--- src/rtl/load_store_unit.sv ---
// load_store_unit: MEM-stage byte/half/word load-store controller in front of a word-write-only DataMemory.
// Sub-word stores read-modify-write the addressed word; misaligned, reserved or out-of-range requests fault.
module load_store_unit #(
    parameter int ADDR_WIDTH = 7
) (
    input  logic                  i_clk,
    input  logic                  i_rst_n,
    input  logic                  i_req,
    input  logic                  i_req_write,
    input  logic [1:0]            i_req_size,
    input  logic                  i_req_signed,
    input  logic [31:0]           i_req_addr,
    input  logic [31:0]           i_req_wdata,
    output logic                  o_busy,
    output logic                  o_done,
    output logic                  o_fault,
    output logic [31:0]           o_rdata,
    output logic [ADDR_WIDTH-1:0] o_mem_addr,
    output logic [31:0]           o_mem_wdata,
    output logic                  o_mem_read,
    output logic                  o_mem_write,
    input  logic [31:0]           i_mem_rdata
);
    typedef enum logic [1:0] {IDLE, RD, CAP, WR} state_t;
    state_t                r_state, w_next;
    logic                  r_write, r_signed, r_done, r_fault;
    logic [1:0]            r_size;
    logic [ADDR_WIDTH+1:0] r_addr;
    logic [31:0]           r_wdata, r_rdata;
    logic                  w_accept, w_fault;
    logic [4:0]            w_shamt;
    logic [31:0]           w_lane, w_load, w_mask, w_merge;

    always_comb begin
        w_accept = i_req && (r_state == IDLE);
        w_fault  = (i_req_size == 2'b11) ||
                   (i_req_size == 2'b01 && i_req_addr[0]) ||
                   (i_req_size == 2'b10 && i_req_addr[1:0] != 2'b00) ||
                   (i_req_addr[31:ADDR_WIDTH+2] != '0);
    end

    always_comb begin
        w_next = r_state;
        case (r_state)
            IDLE:    w_next = (w_accept && !w_fault) ? ((i_req_write && i_req_size == 2'b10) ? WR : RD) : IDLE;
            RD:      w_next = CAP;
            CAP:     w_next = r_write ? WR : IDLE;
            default: w_next = IDLE;
        endcase
    end

    // Halves are always aligned, so one byte-granular shift serves both lane sizes.
    always_comb begin
        w_shamt = {r_addr[1:0], 3'b000};
        w_lane  = i_mem_rdata >> w_shamt;
        w_load  = (r_size == 2'b00) ? {{24{r_signed & w_lane[7]}}, w_lane[7:0]} :
                  (r_size == 2'b01) ? {{16{r_signed & w_lane[15]}}, w_lane[15:0]} : i_mem_rdata;
        w_mask  = ((r_size == 2'b00) ? 32'h0000_00FF : 32'h0000_FFFF) << w_shamt;
        w_merge = (i_mem_rdata & ~w_mask) | ((r_wdata << w_shamt) & w_mask);
    end

    always_ff @(posedge i_clk) begin
        if (!i_rst_n) begin
            r_state  <= IDLE;
            r_done   <= 1'b0;
            r_fault  <= 1'b0;
            r_write  <= 1'b0;
            r_signed <= 1'b0;
            r_size   <= 2'b00;
            r_addr   <= '0;
            r_wdata  <= '0;
            r_rdata  <= '0;
        end else begin
            r_state <= w_next;
            r_done  <= (w_accept && w_fault) || (r_state == CAP && !r_write) || (r_state == WR);
            r_fault <= w_accept && w_fault;
            if (w_accept) begin
                r_write  <= i_req_write;
                r_size   <= i_req_size;
                r_signed <= i_req_signed;
                r_addr   <= i_req_addr[ADDR_WIDTH+1:0];
                r_wdata  <= i_req_wdata;
            end
            if (r_state == CAP && !r_write) r_rdata <= w_load;
            if (r_state == CAP && r_write) r_wdata <= w_merge;
        end
    end

    always_comb begin
        o_busy      = (r_state != IDLE);
        o_done      = r_done;
        o_fault     = r_fault;
        o_rdata     = r_rdata;
        o_mem_addr  = r_addr[ADDR_WIDTH+1:2];
        o_mem_wdata = r_wdata;
        o_mem_read  = (r_state == RD);
        o_mem_write = (r_state == WR);
    end
endmodule
--- config.mk ---
export PLATFORM = sky130hd
export DESIGN_NAME = load_store_unit
export DESIGN_NICKNAME = d
export VERILOG_FILES = /design/src/rtl/load_store_unit.sv
export SDC_FILE = /design/constraint.sdc
export NUM_CORES = 1
export LEC_CHECK = 0
export ABC_CLOCK_PERIOD_IN_PS = 2200
export CAP_MARGIN = 15
export CORE_ASPECT_RATIO = 1.5
export CORE_MARGIN = 2
export CORE_UTILIZATION = 49
export CTS_BUF_LIST = sky130_fd_sc_hd__clkbuf_4 sky130_fd_sc_hd__clkbuf_8
export CTS_CLUSTER_DIAMETER = 40
export DETAILED_ROUTE_END_ITERATION = 12
export PLACE_DENSITY_LB_ADDON = 0.05
export RECOVER_POWER = 25
export SYNTH_ARGS = -nofsm -noshare
export SYNTH_HDL_FRONTEND = slang
export SYNTH_SLANG_ARGS = --single-unit
--- constraint.sdc ---
create_clock -name i_clk -period 2.2 [get_ports i_clk]
set_input_delay 0.22 -clock i_clk [delete_from_list [all_inputs] [get_ports i_clk]]
set_output_delay 0.22 -clock i_clk [all_outputs]
set_load 0.05 [all_outputs]
==> metrics.cfg, run 1 <==
[global_route]
top_usage_layer = met2
grt_pass1_wl_um = 23100
grt_pass1_vias = 4648
grtUsageMet3_pct = 6.52
grt.met1_usage_pct = 34.7
grt_max_degree = 57
grt.total_usage_pct = 30.3
overflow = 0
antenna_found_initial = 0
gr-usage-met2_pct = 51.1

[yosys]
ys_dominant_reg_cell = dfxtp_1
syn-num-nets = 653
syn_inst = 550
netlist_area_mm2 = 0.00451
async_flop_share_pct = 0
yosysWarnings = 0
yosys.area.top_type = dfxtp_1
synth.top_cell.area_share_pct = 35.9
synth_edf_count = 0
synthTopCellsByArea = dfxtp_1 36%, nand2_1 7.8%, o21ai_0 7.0%
synthTopCellsByCount = 94 x nand2_1, 81 x dfxtp_1, 63 x o21ai_0, 38 x a31oi_1, 30 x mux2i_1
ys_ff_latch = 81
synth_cell_types = 54
synth-seq-area-share_pct = 35.9
yosysMostFrequentCell = nand2_1
avgSynthCellArea_um2 = 8.21

[cts]
cts-root-buf = clkbuf_8
cts_tree = done
cts_max_level = 3
cts_buffers = 9
cts_setup_buffers = 0
clock_latency_ps = 370
path_clk_slew_ps = 80
cts.sinks = 81
clockBufferDepth = 2

[route]
vias = 4832
avgRoutedWirePerCell_um = 18.7
antenna_left = 0
routed_wl_um = 15100
vias_per_cell = 5.99
first_iter_violations = 469
dr.pass1.iters = 5
drc = 0

[placed_design]
port_buffers = 178
globalplace.congestion = 0.913
hpwl_um = 11300
placed_area_mm2 = 0.00620

[floorplanning]
fp.dieH_um = 122
io-pin-count = 179
fp.dieW_um = 82.4
start_util_pct = 50.8
rows = 42
dieArea_mm2 = 0.0100
core_area_mm2 = 0.00888

[worst_setup_path]
r2r_setup_slack_ps = 260
crit_arrival_ps = 2200
critical_path_required_ps = 2470
crit_fanout = 8
worstReg2RegStart = r_state[1]
rr_endpoint = o_rdata[4]
worstSetupPathType = flip-flop to flip-flop
worstRegToRegCells = 3
cp-end-kind = flip-flop
cp-start-kind = flip-flop

[timing]
max_freq_mhz = 516
tightest_slew_ps = 692
final_max_slew_viol_count = 0
whs_ps = 169
max_slew_margin_pct = 53.6
rsz0062_at_grt = no
skew_ps = 9.16
finalCritPeriodShare_pct = 88.1
setup_viol = 0
hold_viol_final = 0
finalSetupTns_ps = 0
period_needed_ps = 1940

[finish]
antennaDiodeCount = 0
layout-drive-gt1-share_pct = 8.03
syn2layout_area_growth_pct = 40.9
stdcell_area_mm2 = 0.00636
nets = 795
finish.utilization_pct = 71.6

[pwr]
pwr-share-comb_pct = 25.0
p_clk_share_pct = 28.6
sw_frac_of_total_pct = 32.5
p_per_area_mw_per_mm2 = 535
p_sw_mw = 1.11
power_leakage_nw = 2.39
p_int_mw = 2.30
pwr-share-seq_pct = 46.4
ir_drop_mv = 0.430

[flow_run]
drv_cap = 0

[worst_hold_path]
holdPathStages = 2
hold_end = r_state[0]
hold_path.class = input port to flip-flop
min_from = i_rst_n

[status]
status = finished, final reports clean

-- power by group through the flow --
stage          sequential, mW  clock (mW)  combinational [mW]
2_1_floorplan            1.74           0               0.348
3_3_place_gp             1.61           0               0.839
3_5_place_dp             1.61           0               0.850
4_1_cts                  1.58       0.989               0.853
5_1_grt                  1.58        1.04               0.903
6_report                 1.58       0.973               0.851
-- what timing repair did --
action / CTS / global route
resized for setup: 2 / 0
hold buffers: 0 / 0
endpoints found under the setup margin: 2 / 0
-- stage by stage --
| stage | setup slack (ps) | power (mW) | cells |
|---|---|---|---|
| after global placement | 402 | 2.45 | 791 |
| after floorplan | 672 | 2.08 | 550 |
| after CTS | 231 | 3.42 | 807 |
| final | 263 | 3.40 | 807 |
| after global routing | 157 | 3.53 | 807 |
| after detailed placement | 364 | 2.46 | 791 |
-- worst max-delay path: stages, from the launching register on --
cell and delay (ps):
dfxtp_1 500, nor3b_2 650, nand2_1 330, o32ai_1 360
-- final cells by class --
type	count	area (µm²)
fill	718	2520
multi-input combinational	404	2510
timing repair buffer	191	1900
sequential	81	1620
tap	110	138
clock buffer	9	124
clock inverter	7	47.5
inverter	5	18.8
-- kinds of logic after synthesis --
| logic type | synth area share [%] |
|---|---|
| simple gates | 16.6 |
| buf+inv | 8.43 |
| compound gates | 32.1 |
| flops | 35.9 |
| mux | 6.90 |
-- metal layers --
metal,part of all wire (%),up-vias
met1,38,2244
met5,0,-
met2,50,231
met4,4.4,0
met3,7.2,45
li1,-,2312
-- how the worst max path moves through the flow --
stage,start,to,cells past startpoint
after floorplan,r_state[0],r_state[1],4
after global placement,r_state[0],o_mem_write,3
after detailed placement,r_state[0],o_mem_write,3
after CTS,r_state[0],o_mem_write,3
after global routing,r_state[1],o_rdata[4],3
final,r_state[1],o_rdata[4],3
-- cell usage in the layout (no fill, tap or decap), types with 4 or more instances in the layout --
master	n
o32ai_1	7
a21boi_0	13
or3_1	7
nor2_1	24
a221o_1	6
a2bb2oi_1	7
a21oi_1	23
o21ai_0	63
nand2_1	94
buf_4	8
a31oi_1	38
dlygate4sd3_1	20
o211ai_1	10
nor2b_1	4
a31oi_2	10
clkbuf_8	9
clkdlybuf4s50_1	154
inv_1	5
dfxtp_1	80
o221ai_1	4
o21ai_1	4
nor4_1	14
nand2b_1	4
mux2i_1	30
No activity file was read; power rests on OpenSTA's default activity.
==> inputs of run 2 (changes only) <==
--- a/config.mk
+++ b/config.mk
@@ -6,7 +6,7 @@
 export NUM_CORES = 1
 export LEC_CHECK = 0
 export ABC_CLOCK_PERIOD_IN_PS = 2200
-export CAP_MARGIN = 15
+export CAP_MARGIN = 40
 export CORE_ASPECT_RATIO = 1.5
 export CORE_MARGIN = 2
 export CORE_UTILIZATION = 49
==> results of run 2 <==
The final DEF is identical to that of run 1; final timing and power are the same.
